File: config.mk
export PLATFORM = sky130hd
export DESIGN_NAME = alu_seq
export DESIGN_NICKNAME = d
export VERILOG_FILES = /design/src/rtl/alu_pkg.sv /design/src/rtl/alu_seq.sv
export SDC_FILE = /design/constraint.sdc
export NUM_CORES = 1
export LEC_CHECK = 0
export ABC_AREA = 1
export BUFFER_PORTS_ARGS = -buffer_cell sky130_fd_sc_hd__buf_2
export CORE_MARGIN = 5
export CORE_UTILIZATION = 40
export DETAILED_ROUTE_END_ITERATION = 8
export GPL_TIMING_DRIVEN = 1
export HOLD_SLACK_MARGIN = 0.03
export MAX_ROUTING_LAYER = met4
export PLACE_DENSITY = 0.66
export RECOVER_POWER = 50
export SKIP_LAST_GASP = 1
export SLEW_MARGIN = 20
export SYNTH_ARGS = -nofsm -noshare
export SYNTH_HDL_FRONTEND = slang
export SYNTH_SLANG_ARGS = --single-unit
File: constraint.sdc
create_clock -name clk -period 3.15 [get_ports clk]
set_input_delay 0.4725 -clock clk [delete_from_list [all_inputs] [get_ports clk]]
set_output_delay 0.4725 -clock clk [all_outputs]
set_load 0.005 [all_outputs]
File: src/rtl/alu_pkg.sv
// Shared definitions for the PID ALU and its control sequencer: source
// select codes, sequencer state type and the per-state control decode.
package alu_pkg;

  // src0 operand selects
  localparam logic [2:0] SRC0_A2D    = 3'b000;
  localparam logic [2:0] SRC0_INTGRL = 3'b001;
  localparam logic [2:0] SRC0_ICOMP  = 3'b010;
  localparam logic [2:0] SRC0_PCOMP  = 3'b011;
  localparam logic [2:0] SRC0_PTERM  = 3'b100;

  // src1 operand selects
  localparam logic [2:0] SRC1_ACCUM   = 3'b000;
  localparam logic [2:0] SRC1_ITERM   = 3'b001;
  localparam logic [2:0] SRC1_ERR     = 3'b010;
  localparam logic [2:0] SRC1_ERRDIV2 = 3'b011;
  localparam logic [2:0] SRC1_FWD     = 3'b100;

  // One state per control step, plus IDLE between passes.
  typedef enum logic [2:0] {
    IDLE    = 3'd0,
    S_ERR   = 3'd1,
    S_INTG  = 3'd2,
    S_ICOMP = 3'd3,
    S_PCOMP = 3'd4,
    S_SUM1  = 3'd5,
    S_SUM2  = 3'd6
  } state_t;

  // Full set of ALU controls issued in one step.
  typedef struct packed {
    logic [2:0] src0sel;
    logic [2:0] src1sel;
    logic       multiply;
    logic       sub;
    logic       mult2;
    logic       mult4;
    logic       saturate;
  } alu_ctrl_t;

  // Fixed micro-op for each state; anything not listed stays 0.
  function automatic alu_ctrl_t ctrl_of(input state_t st);
    alu_ctrl_t c;
    c = '0;
    case (st)
      IDLE: c = '0;
      S_ERR: begin
        c.src0sel  = SRC0_A2D;
        c.src1sel  = SRC1_ACCUM;
        c.sub      = 1'b1;
        c.saturate = 1'b1;
      end
      S_INTG: begin
        c.src0sel  = SRC0_INTGRL;
        c.src1sel  = SRC1_ERRDIV2;
        c.saturate = 1'b1;
      end
      S_ICOMP: begin
        c.src0sel  = SRC0_INTGRL;
        c.src1sel  = SRC1_ITERM;
        c.multiply = 1'b1;
      end
      S_PCOMP: begin
        c.src0sel  = SRC0_PTERM;
        c.src1sel  = SRC1_ERR;
        c.multiply = 1'b1;
      end
      S_SUM1: begin
        c.src0sel  = SRC0_PCOMP;
        c.src1sel  = SRC1_FWD;
      end
      S_SUM2: begin
        c.src0sel  = SRC0_ICOMP;
        c.src1sel  = SRC1_ACCUM;
        c.saturate = 1'b1;
      end
      default: c = '0;
    endcase
    return c;
  endfunction

  // Steps whose controls are held for several cycles.
  function automatic logic is_mult_step(input state_t st);
    logic m;
    case (st)
      S_ICOMP: m = 1'b1;
      S_PCOMP: m = 1'b1;
      default: m = 1'b0;
    endcase
    return m;
  endfunction

endpackage

File: src/rtl/alu_seq.sv
// Control sequencer for the shared PID ALU. One pass per A2D sample walks
// the fixed micro-op list, captures the ALU result into the step's
// destination register and publishes the final 12-bit drive value.
module alu_seq
  import alu_pkg::*;
#(
  parameter int MULT_CYC = 2
) (
  input  logic        clk,
  input  logic        rst_n,
  input  logic        start,
  input  logic [11:0] setpoint,
  input  logic        clr_intgrl,
  input  logic        frz_intgrl,
  input  logic [15:0] dst,
  output logic [15:0] Accum,
  output logic [15:0] Pcomp,
  output logic [15:0] Icomp,
  output logic [11:0] Error,
  output logic [11:0] Intgrl,
  output logic [2:0]  src0sel,
  output logic [2:0]  src1sel,
  output logic        multiply,
  output logic        sub,
  output logic        mult2,
  output logic        mult4,
  output logic        saturate,
  output logic        busy,
  output logic        done,
  output logic [11:0] drive
);

  // Multiply steps hold for MULT_CYC cycles; counter reloads with this.
  localparam logic [2:0] MC_LOAD = 3'(MULT_CYC - 1);

  state_t     r_state;
  state_t     w_state_nxt;
  logic [2:0] r_cnt;
  logic       w_cnt_zero;
  logic       w_capture;
  alu_ctrl_t  r_ctrl;
  logic       r_busy;
  logic       r_done;
  logic [15:0] r_accum;
  logic [15:0] r_pcomp;
  logic [15:0] r_icomp;
  logic [11:0] r_error;
  logic [11:0] r_intgrl;
  logic [11:0] r_drive;

  assign w_cnt_zero = (r_cnt == 3'd0);

  // State register.
  always_ff @(posedge clk or negedge rst_n) begin
    if (!rst_n) begin
      r_state <= IDLE;
    end else begin
      r_state <= w_state_nxt;
    end
  end

  // Next-state logic; w_capture marks the last cycle of a step.
  always_comb begin
    w_state_nxt = r_state;
    w_capture   = 1'b0;
    case (r_state)
      IDLE: begin
        if (start) begin
          w_state_nxt = S_ERR;
        end else begin
          w_state_nxt = IDLE;
        end
      end
      S_ERR: begin
        w_capture   = 1'b1;
        w_state_nxt = S_INTG;
      end
      S_INTG: begin
        w_capture   = 1'b1;
        w_state_nxt = S_ICOMP;
      end
      S_ICOMP: begin
        if (w_cnt_zero) begin
          w_capture   = 1'b1;
          w_state_nxt = S_PCOMP;
        end else begin
          w_state_nxt = S_ICOMP;
        end
      end
      S_PCOMP: begin
        if (w_cnt_zero) begin
          w_capture   = 1'b1;
          w_state_nxt = S_SUM1;
        end else begin
          w_state_nxt = S_PCOMP;
        end
      end
      S_SUM1: begin
        w_capture   = 1'b1;
        w_state_nxt = S_SUM2;
      end
      S_SUM2: begin
        w_capture   = 1'b1;
        w_state_nxt = IDLE;
      end
      default: begin
        w_capture   = 1'b0;
        w_state_nxt = IDLE;
      end
    endcase
  end

  // Multiply hold counter: load on entry to a multiply step, count down to 0.
  always_ff @(posedge clk or negedge rst_n) begin
    if (!rst_n) begin
      r_cnt <= 3'd0;
    end else if ((w_state_nxt != r_state) && is_mult_step(w_state_nxt)) begin
      r_cnt <= MC_LOAD;
    end else if (is_mult_step(r_state) && !w_cnt_zero) begin
      r_cnt <= r_cnt - 3'd1;
    end else begin
      r_cnt <= r_cnt;
    end
  end

  // Controls, busy and done registered from the upcoming state so they are
  // a clean function of the state register with no output glitching.
  always_ff @(posedge clk or negedge rst_n) begin
    if (!rst_n) begin
      r_ctrl <= '0;
      r_busy <= 1'b0;
      r_done <= 1'b0;
    end else begin
      r_ctrl <= ctrl_of(w_state_nxt);
      r_busy <= (w_state_nxt != IDLE);
      r_done <= (r_state == S_SUM2) && w_capture;
    end
  end

  // Accum: loaded with the sign-extended setpoint on start, then summed.
  always_ff @(posedge clk or negedge rst_n) begin
    if (!rst_n) begin
      r_accum <= 16'h0000;
    end else if ((r_state == IDLE) && start) begin
      r_accum <= {{4{setpoint[11]}}, setpoint};
    end else if (w_capture && ((r_state == S_SUM1) || (r_state == S_SUM2))) begin
      r_accum <= dst;
    end else begin
      r_accum <= r_accum;
    end
  end

  // Error capture at the end of S_ERR.
  always_ff @(posedge clk or negedge rst_n) begin
    if (!rst_n) begin
      r_error <= 12'h000;
    end else if (w_capture && (r_state == S_ERR)) begin
      r_error <= dst[11:0];
    end else begin
      r_error <= r_error;
    end
  end

  // Integrator: clear beats everything, freeze only blocks the S_INTG update.
  always_ff @(posedge clk or negedge rst_n) begin
    if (!rst_n) begin
      r_intgrl <= 12'h000;
    end else if (clr_intgrl) begin
      r_intgrl <= 12'h000;
    end else if (w_capture && (r_state == S_INTG) && !frz_intgrl) begin
      r_intgrl <= dst[11:0];
    end else begin
      r_intgrl <= r_intgrl;
    end
  end

  // Icomp / Pcomp captured on the final cycle of their multiply steps.
  always_ff @(posedge clk or negedge rst_n) begin
    if (!rst_n) begin
      r_icomp <= 16'h0000;
      r_pcomp <= 16'h0000;
    end else begin
      if (w_capture && (r_state == S_ICOMP)) begin
        r_icomp <= dst;
      end else begin
        r_icomp <= r_icomp;
      end
      if (w_capture && (r_state == S_PCOMP)) begin
        r_pcomp <= dst;
      end else begin
        r_pcomp <= r_pcomp;
      end
    end
  end

  // Drive value published at the end of the pass.
  always_ff @(posedge clk or negedge rst_n) begin
    if (!rst_n) begin
      r_drive <= 12'h000;
    end else if (w_capture && (r_state == S_SUM2)) begin
      r_drive <= dst[11:0];
    end else begin
      r_drive <= r_drive;
    end
  end

  assign Accum    = r_accum;
  assign Pcomp    = r_pcomp;
  assign Icomp    = r_icomp;
  assign Error    = r_error;
  assign Intgrl   = r_intgrl;
  assign drive    = r_drive;
  assign src0sel  = r_ctrl.src0sel;
  assign src1sel  = r_ctrl.src1sel;
  assign multiply = r_ctrl.multiply;
  assign sub      = r_ctrl.sub;
  assign mult2    = r_ctrl.mult2;
  assign mult4    = r_ctrl.mult4;
  assign saturate = r_ctrl.saturate;
  assign busy     = r_busy;
  assign done     = r_done;

endmodule
==> key figures, run 1 <==
Status
  • Status: complete, no violations

Setup path
  • Buf/Inv on CP: 0
  • WP data arrival: approximately 2.8 ns
  • Worst Path Required: roughly 3.4 ns
  • Critical Path Start Type: flop
  • CP Capture Type: flop
  • CP max FO: 32
  • Slowest stage cell, crit path: nand3_2
  • Kind of critical path: reg -> reg
  • Critical-path cell list: nor2_8 > nand2_1 > nand3_2 > a31oi_1
  • Slowest stage delay, CP: approximately 0.68 ns
  • Delay-heaviest family, CP: simple AND/OR/NAND/NOR gates

Floorplan
  • Io pins: 130
  • Die width: 109.7 microns
  • Initial Util: 0.4084
  • DIE HEIGHT: 109.7 microns
  • Die ar.: 12030 sq um
  • FP Rows: 36
  • Core Box Area: 9729 sq um

Yosys
  • Syn. warnings: 0
  • Mapped Area: 3974 sq um
  • Post-synth top area share: 0.6360
  • Area leader, netlist: dfrtp_1
  • Distinct cells, synth: 28
  • Top area cells in the synthesized netlist: dfrtp_1 (64%), nand2_1 (9.4%), o21ai_0 (6.2%), a31oi_1 (2.5%), o21ai_1 (2.5%)
  • Post-synthesis sequential area ratio: 0.6360
  • Gate Count Post-Synth: 397
  • Synth Register Bits: a little over 100
  • Post-synthesis average cell area: 10.01 sq um

Timing
  • Final hold slack: 0.3318 ns
  • Skew final: 0.01636 ns
  • Slew Limit Fails: 0
  • Count of final hold-check violations: 0
  • Setup TNS: 0 ns
  • Setup Viol. Count Final: 0
  • Fmax: 406.5 MHz
  • Unrepaired setup endpoints after global routing: false
  • Final period util: 0.7809
  • Worst-margin pin slew: ~1.3 ns
  • Crit path time final: 2.460 ns
  • Slew HR: 0.1525

Finish
  • Area occupied by multi-input gates: 1174 sq um
  • Fin util: 0.4933
  • Nets: 548
  • Diode count: 0
  • Layout cells sized above 1: 0.2625
  • Finished Cell Area: 4800 sq um
  • Area occupied by registers: around 2500 sq um
  • Fill count: between 900 and 1k
  • Area delta synth->final: 20.78%

Run
  • Max-Cap Viols: 0

Route
  • Routed WL: 10.88 mm
  • Vias: about 3.1k
  • Routed vias/inst: between 4 and 5
  • DR iter-0 viols: between 150 and 200
  • DR DRC count: 0
  • Wirelength per Cell: roughly 17 microns
  • ANT nets after route: 0
  • Drt first pass iters: 5

Pwr
  • PwrDens: 997.8 nW/um^2
  • Leakage: between 0.002 and 0.003 uW
  • Peak supply drop: 0.3637 mV
  • Final Power: 4789 uW

Clocking
  • Clk_lat worst skew: 0.38 ns
  • Post-CTS setup buffers: 0
  • Clock Sinks: 101
  • CTS Root Cell: clkbuf_8
  • CTS tree: done
  • Hold buffer count at cts: 0
  • Clock Tree Buf Depth: 2
  • H-tree lvl count: 3
  • Total CTS buffers: 9
  • CTS resizes: 0
  • CTS clk-pin slew, worst paths: 0.10 ns

Global routing
  • Global-route wire length before repair: 16.70 mm
  • Largest net degree at the start of global routing: 54
  • Initial antenna violation count: 0
  • All-Layer GR Usage: 0.1937
  • GRT overflow: 0
  • Vias in the first global route: approximately 3.1k

Placed design
  • Post-DP Area: 4649 sq um
  • Dpl hpwl: 7.712 mm
  • Global placer's final weighted congestion: 0.8412
  • PortBufs: 127

Hold path
  • Hold Path Class: in -> reg
-- cells in the final DEF, fill, tap and decap left out --
cell | netlist | routed
clkinv_2 | 1 | 1
nand2_1 | 99 | 100
nor2_1 | 19 | 19
o21ai_0 | 49 | 49
nor2_2 | 3 | 3
o22ai_1 | 2 | 2
nor2_8 | 1 | 1
ha_1 | 2 | 2
clkbuf_1 | 9 | 25
inv_2 | 5 | 5
nand3_4 | 2 | 2
xor2_1 | 1 | 1
o31ai_1 | 1 | 1
nand3_2 | 3 | 3
nand3_1 | 16 | 16
conb_1 | 1 | 2
nand4_2 | 1 | 1
a31oi_1 | 16 | 16
bufinv_16 | 0 | 1
inv_6 | 0 | 1
a21oi_2 | 2 | 2
inv_1 | 26 | 26
or3_1 | 1 | 1
dfrtp_1 | 101 | 101
clkbuf_2 | 0 | 2
buf_1 | 1 | 1
clkinv_4 | 0 | 1
buf_2 | 5 | 102
clkinvlp_4 | 0 | 1
clkbuf_8 | 0 | 10
o21ai_1 | 20 | 20
-- where the power goes --
| group | switching (uW) | leakage [uW] | internal (uW) |
|---|---|---|---|
| clock | 442 | 0.0000972 | 394 |
| combinational | 992 | 0.00118 | 729 |
| sequential | 362 | 0.00123 | 1870 |
| total | 1800 | 0.00251 | 2990 |
-- worst min-delay path, stage by stage --
cell	delay, ns
buf_2	0.09
nand2_1	0.05
a31oi_1	0.06
-- per-stage QoR --
| step | instances | setup slack (ns) |
|---|---|---|
| 6_report | 651 | 0.6902 |
| 5_1_grt | 651 | 0.4037 |
| 4_1_cts | 651 | 1.008 |
| 3_5_place_dp | 635 | 1.032 |
| 3_3_place_gp | 635 | 1.072 |
| 2_1_floorplan | 398 | 1.611 |
-- logic make-up after synthesis --
kind of cell | share of synthesized area
buffers and inverters | 0.06895
adder cells (fa/ha/maj) | 0.006296
flip-flops | 0.6360
other | 0.0009437
XOR/XNOR | 0.002204
AO/OA/AOI/OAI | 0.1215
AND/OR/NAND/NOR | 0.1640
-- synth_stat cells, drive strengths merged --
library cell and number:
ha 2, nand4 1, dfrtp 101, nand2 100
conb 1, clkbuf 9, o22ai 2, a21oi 2
or3 1, o31ai 1, a31oi 16, buf 15
inv 31, xor2 1, o21ai 69, clkinv 1
nand3 21, nor2 23
-- path summary, 6_finish.rpt --
kind / start / end / slack [ns] / cells after the start
worst max-delay path: r_state[1] / Accum[1] / 0.69 / 4
worst min-delay path: setpoint[8] / Accum[8] / 0.33 / 3
worst max register to register: r_state[1] / Accum[1] / 0.69 / 4
worst min register to register: drive[1] / drive[1] / 0.49 / 2
max in group asynchronous: rst_n / busy / 0.96 / 2
min in group asynchronous: rst_n / Accum[2] / 0.36 / 1
-- registers in the layout (all words and copies together), names as in the netlist --
signal and cells:
Icomp 16, busy 1, Pcomp 16, multiply 1, drive 12, Accum 16, saturate 1, Intgrl 12
Error 12, r_cnt 3, done 1, src0sel 3, sub 1, src1sel 3, r_state 3
-- cell type report --
cell class / instances / share of cell area
multi-input combinational: 241 / 0.2445
inverter: 32 / 0.02529
clock buffer: 12 / 0.03024
tap: 133 / 0.03467
sequential: 101 / 0.5266
clock inverter: 4 / 0.01147
timing repair buffer: 128 / 0.1272
-- per-layer routing --
metal / wire length [microns] / vias up / global-route usage
li1: - / 1516 / -
met1: 4836 / 1507 / 0.2550
met2: 5129 / 86 / 0.2908
met3: 635 / 22 / 0.04287
met4: 280 / 0 / 0.08192
met5: 0 / - / -
Note: power is estimated with default switching activity, not from simulation.
==> run 2: changes to the inputs <==
- PLACE_DENSITY: 0.66 -> 0.68
- clock period: 3.15 -> 2 ns (I/O delays scaled with it)
==> run 2 against run 1 <==
Effect of this change:
- wire length up 2.1%
- final cell count up 1.2%
- clock power up 69%
- flip-flop and latch count unchanged
- hold slack worse by 0.17 ns
- critical path depth up 3
- clock skew down 0.00065 ns
- global-route usage up 0.12 points
- die area unchanged
- sequential share of layout area down 1.1 points
- critical path type unchanged
- critical endpoint is now busy
- largest cell class unchanged
==> key figures, run 2 (synthesis gave the netlist of run 1 again) <==
Status
  • Status: complete, no violations

Floorplan
  • Core Box Area: 9729 sq um (unchanged)
  • FP Rows: 36 (unchanged)
  • Initial Util: 0.4084 (unchanged)
  • DIE HEIGHT: 109.7 microns (unchanged)
  • Die width: 109.7 microns (unchanged)
  • Die ar.: 12030 sq um (unchanged)
  • Io pins: 130 (unchanged)

Global routing
  • GRT overflow: 0 (unchanged)
  • All-Layer GR Usage: 0.1949 (+0.001192)
  • Vias in the first global route: 3068 (-0.65%)
  • Initial antenna violation count: 0 (unchanged)
  • Global-route wire length before repair: 16.94 mm (+1.4%)
  • Largest net degree at the start of global routing: 44 (-19%)

Pwr
  • PwrDens: 1576 nW/um^2 (+58%)
  • Leakage: 0.002539 uW (+1.2%)
  • Peak supply drop: 0.6094 mV (+68%)

Finish
  • Final std cells w/o fill: 659 (+1.2%)
  • Area delta synth->final: 23.30%
  • Most common cell after layout, fill and taps aside: dfrtp_1
  • Fill count: 958 (-1.0%)
  • Layout cells sized above 1: 0.2681 (+0.005513)
  • Diode count: 0 (unchanged)
  • Nets: 556 (+1.5%)
  • Most frequent cells in the layout: dfrtp_1 (101), nand2_1 (99), buf_2 (99)

Clocking
  • Clock Tree Buf Depth: 2 (unchanged)
  • Clock Sinks: 101 (unchanged)
  • CTS resizes: 0 (unchanged)
  • CTS tree: done
  • Total CTS buffers: 9 (unchanged)
  • H-tree lvl count: 3 (unchanged)
  • Clk_lat worst skew: 0.37 ns (about the same)
  • CTS clk-pin slew, worst paths: 0.10 ns (about the same)
  • CTS Root Cell: clkbuf_8
  • Post-CTS setup buffers: 0 (unchanged)

Placed design
  • Global placer's final weighted congestion: 0.8583 (+2.0%)
  • Dpl hpwl: 7.918 mm (+2.7%)
  • Placed Cells incl. Taps: 642 (+1.1%)
  • Worst slack, placed: 0.2993 ns (-0.7329 ns)
  • PortBufs: 127 (unchanged)

Timing
  • Final WS setup: 0.2828 ns (-0.4073 ns)
  • Fmax: 582.3 MHz (+43%)
  • Crit path time final: 1.717 ns (-0.7427 ns)
  • Worst-margin pin slew: 1.153 ns (-0.1182 ns)
  • Setup TNS: 0 ns (unchanged)
  • Final hold slack: 0.1624 ns (-0.1694 ns)
  • Unrepaired setup endpoints after global routing: false
  • Setup Viol. Count Final: 0 (unchanged)
  • Slew HR: 0.2313 (+0.07882)
  • Count of final hold-check violations: 0 (unchanged)
  • Slew Limit Fails: 0 (unchanged)
  • Final period util: 0.8586 (+0.07769)
  • Skew final: 0.01571 ns (-0.0006462 ns)

Route
  • Drt first pass iters: 5 (unchanged)
  • Wirelength per Cell: 16.85 microns (+0.82%)
  • DR DRC count: 0 (unchanged)
  • ANT nets after route: 0 (unchanged)
  • Routed WL: 11.11 mm (+2.1%)
  • Vias: 3195 (+2.0%)
  • DR iter-0 viols: 226 (+31%)
  • Routed vias/inst: 4.848 (+0.81%)

Setup path
  • Slowest stage delay, CP: 0.38 ns (-0.30 ns)
  • Critical Path Start Type: flop
  • Worst Path Required: 2.24 ns (-1.20 ns)
  • CP max FO: 5 (-84%)
  • Critical-path cell list: inv_1 > ha_1 > ha_1 > nand2_1 > nand3_2 > nand2_1 > or3_1
  • R2r worst-path depth: 7 (+3)
  • WP data arrival: 1.96 ns (-0.79 ns)
  • Kind of critical path: reg -> reg
  • Slowest stage cell, crit path: dfrtp_1
  • CP Capture Type: flop

Hold path
  • Hold Path Class: in -> reg
  • Worst hold path depth: 3 (unchanged)

Run
  • Max-Cap Viols: 0 (unchanged)
## run 2: cell count changes in the layout (fill, tap and decap cells not counted), sizes merged
cell         change
buf              +4
clkinvlp         +2
bufinv           +1
clkbuf           +1
dlygate4sd3      +1
inv              -1
## run 2: what timing repair did
item	4_1_cts	5_1_grt
hold buffers	1	0
hold endpoints to repair	40	0
endpoints found under the setup margin	0	0
## run 2: layout make-up
cell class                      count  area [sq um]  share of cell area
Clock inverter                      6         87.58             0.01788
Inverter                           32         121.4             0.02477
Tap cell                          133         166.4             0.03396
Multi-Input combinational cell    241          1176              0.2400
Sequential cell                   101          2527              0.5158
Timing Repair Buffer              136         693.2              0.1415
Clock buffer                       10         127.6             0.02605
## run 2: critical path, delay by kind of cell (launching register included)
kind / cells / cell delay [ns]
simple gates: 4 / 0.70
fa+ha+maj: 2 / 0.44
flops: 1 / 0.38
buf+inv: 1 / 0.08
## run 2: per-layer routing
layer	global-route usage	routed length [microns]	up-vias
li1	-	-	1540
met1	0.2630	4862	1529
met2	0.3003	5370	109
met3	0.02877	647	17
met4	0.07302	225	0
met5	-	0	-
## run 2: worst paths after layout
kind / from / end / slack, ns
worst min register to register: Pcomp[10] / Pcomp[10] / 0.49
worst max-delay path: r_cnt[1] / busy / 0.28
max in group asynchronous: rst_n / Accum[5] / 0.45
worst max register to register: r_cnt[1] / busy / 0.28
min in group asynchronous: rst_n / Error[2] / 0.69
worst min-delay path: setpoint[9] / Accum[9] / 0.16
## run 2: stage by stage
stage | utilization | power, uW | instance area (sq um)
after CTS | 0.5077 | 7842 | 4940
after detailed placement | 0.4846 | 6430 | 4715
after global placement | 0.4846 | 6294 | 4715
final | 0.5036 | 7720 | 4900
after global routing | 0.5036 | 8302 | 4900
after floorplan | - | 5140 | 3978
## run 2: where the power goes
part | internal [uW] | total (uW) | leakage (uW) | switching [uW]
Sequential | 2940 | 3530 | 0.00123 | 583
Combinational | 1180 | 2790 | 0.00121 | 1610
Clock | 703 | 1410 | 0.0000985 | 703
==> run 3: changes to the inputs <==
- CTS_BUF_LIST: not set -> sky130_fd_sc_hd__clkbuf_8
==> run 3 against run 2 <==
Effect of this change:
- via count increased by 0.13%
- non-clock buffer count unchanged
- clock skew decreased by 0.00088 ns
- global-route usage unchanged
- hold slack improved by 0.0076 ns
- wire length increased by 0.32%
- critical path depth unchanged
- sequential power about the same
- combinational power about the same
==> key figures, run 3 (synthesis gave the netlist of run 1 again) <==
Timing
  • Skew final: 0.01482 ns (-0.0008846 ns)
  • Final period util: 0.8599 (+0.001347)
  • Unrepaired setup endpoints after global routing: false
  • Worst-margin pin slew: 1.154 ns (+0.0008067 ns)
  • Setup TNS: 0 ns (unchanged)
  • Setup Viol. Count Final: 0 (unchanged)
  • Crit path time final: 1.720 ns (+0.002694 ns)
  • Slew Limit Fails: 0 (unchanged)
  • Fmax: 581.4 MHz (-0.16%)
  • Slew HR: 0.2308 (-0.0005380)
  • Count of final hold-check violations: 0 (unchanged)

Placed design
  • Placed Cells incl. Taps: 642 (unchanged)
  • Dpl hpwl: 7.918 mm (unchanged)
  • Global placer's final weighted congestion: 0.8583 (unchanged)
  • PortBufs: 127 (unchanged)

Setup path
  • Worst Path Required: 2.24 ns (about the same)
  • R2R Setup Slk: 0.28 ns (about the same)
  • Kind of critical path: reg -> reg
  • Critical-path cell list: inv_1 > ha_1 > ha_1 > nand2_1 > nand3_2 > nand2_1 > or3_1
  • R2r worst-path depth: 7 (unchanged)
  • Slowest stage cell, crit path: dfrtp_1
  • Slowest stage delay, CP: 0.38 ns (about the same)
  • Reg2Reg Capture Point: busy
  • CP max FO: 5 (unchanged)
  • Critical Path Start Type: flop
  • WP data arrival: 1.96 ns (about the same)
  • CP Capture Type: flop
  • Reg2Reg Launch Point: r_cnt[1]

Pwr
  • Leakage: 0.002543 uW (+0.16%)
  • Switching Fraction: 0.3750 (about the same)
  • PwrDens: 1574 nW/um^2 (about the same)
  • Clock share of power: 0.181 (about the same)
  • Peak supply drop: 0.6099 mV (about the same)
  • Internal: 4821 uW (about the same)
  • Sw Pwr: 2893 uW (about the same)
  • Reg power frac: 0.457 (about the same)
  • Final Power: 7714 uW (about the same)
  • Comb pwr share: 0.362 (about the same)

Route
  • DR iter-0 viols: 226 (unchanged)
  • Routed WL: 11.14 mm (+0.32%)
  • DR DRC count: 0 (unchanged)
  • ANT nets after route: 0 (unchanged)
  • Vias: 3199 (+0.13%)
  • Drt first pass iters: 4 (-1)
  • Wirelength per Cell: 16.91 microns (+0.32%)
  • Routed vias/inst: 4.854 (+0.13%)

Floorplan
  • Core Box Area: 9729 sq um (unchanged)
  • DIE HEIGHT: 109.7 microns (unchanged)
  • Initial Util: 0.4084 (unchanged)
  • Io pins: 130 (unchanged)
  • FP Rows: 36 (unchanged)
  • Die width: 109.7 microns (unchanged)
  • Die ar.: 12030 sq um (unchanged)

Clocking
  • Clock Sinks: 101 (unchanged)
  • Clk_lat worst skew: 0.36 ns (about the same)
  • Post-CTS setup buffers: 0 (unchanged)
  • H-tree lvl count: 3 (unchanged)
  • Total CTS buffers: 9 (unchanged)
  • Clock Tree Buf Depth: 2 (unchanged)
  • CTS Root Cell: clkbuf_8
  • CTS tree: done
  • CTS clk-pin slew, worst paths: 0.10 ns (about the same)

Status
  • Status: complete, no violations

Global routing
  • Largest net degree at the start of global routing: 44 (unchanged)
  • All-Layer GR Usage: 0.1949 (unchanged)
  • Global-route wire length before repair: 16.94 mm (unchanged)
  • Vias in the first global route: 3068 (unchanged)
  • GRT overflow: 0 (unchanged)
  • Initial antenna violation count: 0 (unchanged)

Hold path
  • WHS Endpoint: Accum[9]
  • Worst min-delay path startpoint: setpoint[9]
  • Hold Path Class: in -> reg
  • Worst hold path depth: 3 (unchanged)

Finish
  • Nets: 556 (unchanged)
  • Diode count: 0 (unchanged)
  • Final std cells w/o fill: 659 (unchanged)
  • Most common cell after layout, fill and taps aside: dfrtp_1
  • Area delta synth->final: 23.30% (unchanged)
  • Most frequent cells in the layout: dfrtp_1 (101), nand2_1 (99), buf_2 (99)
  • Layout cells sized above 1: 0.2681 (unchanged)
  • Fill count: 958 (unchanged)

Run
  • Max-Cap Viols: 0 (unchanged)
run 3: through the flow:
step	setup WS, ns	utilization	hold WS (ns)	area (sq um)
final	0.2801	0.5036	0.1701	4900
after global routing	0.1577	0.5036	0.1596	4900
after CTS	0.2867	0.5077	0.1571	4940
after detailed placement	0.2993	0.4846	0.3457	4715
after global placement	0.3931	0.4846	0.3424	4715
after floorplan	0.4612	-	0.004409	3978
run 3: repair_timing:
item,in CTS,in global routing
hold endpoints to repair,40,0
gates resized for setup,0,0
hold buffers,1,0
run 3: worst max path at each step:
stage | to | start
after floorplan | busy | r_cnt[0]
after global placement | busy | r_cnt[0]
after detailed placement | busy | r_cnt[1]
after CTS | busy | r_cnt[1]
after global routing | Intgrl[9] | r_state[1]
final | busy | r_cnt[1]
run 3: cell type report:
class | instances | area (sq um) | share of cell area
Sequential cell | 101 | 2527 | 0.5158
Multi-Input combinational cell | 241 | 1176 | 0.2400
Timing Repair Buffer | 136 | 693.2 | 0.1415
Tap cell | 133 | 166.4 | 0.03396
Clock buffer | 9 | 123.9 | 0.02528
Inverter | 32 | 121.4 | 0.02477
Clock inverter | 7 | 91.34 | 0.01864
run 3: worst max-delay path, delay by kind of cell (launching register included):
family | cells | cell delay [ns]
buffers and inverters | 1 | 0.08
DFF | 1 | 0.38
and+or+nand+nor | 4 | 0.70
adders and majority gates | 2 | 0.44
run 3: metal layers:
metal	wire length (microns)	GRT usage	part of all wire	vias to the layer above
met3	559	0.02877	0.050	15
met4	205	0.07302	0.018	0
met1	4946	0.2630	0.44	1548
met5	0	-	0	-
li1	-	-	-	1540
met2	5431	0.3003	0.49	96
run 3: power by group through the flow:
stage          Combinational, uW  Sequential [uW]  Clock [uW]
2_1_floorplan               1660             3480           0
3_3_place_gp                2770             3520           0
3_5_place_dp                2890             3540           0
4_1_cts                     2890             3520        1430
5_1_grt                     3150             3640        1510
6_report                    2790             3530        1400
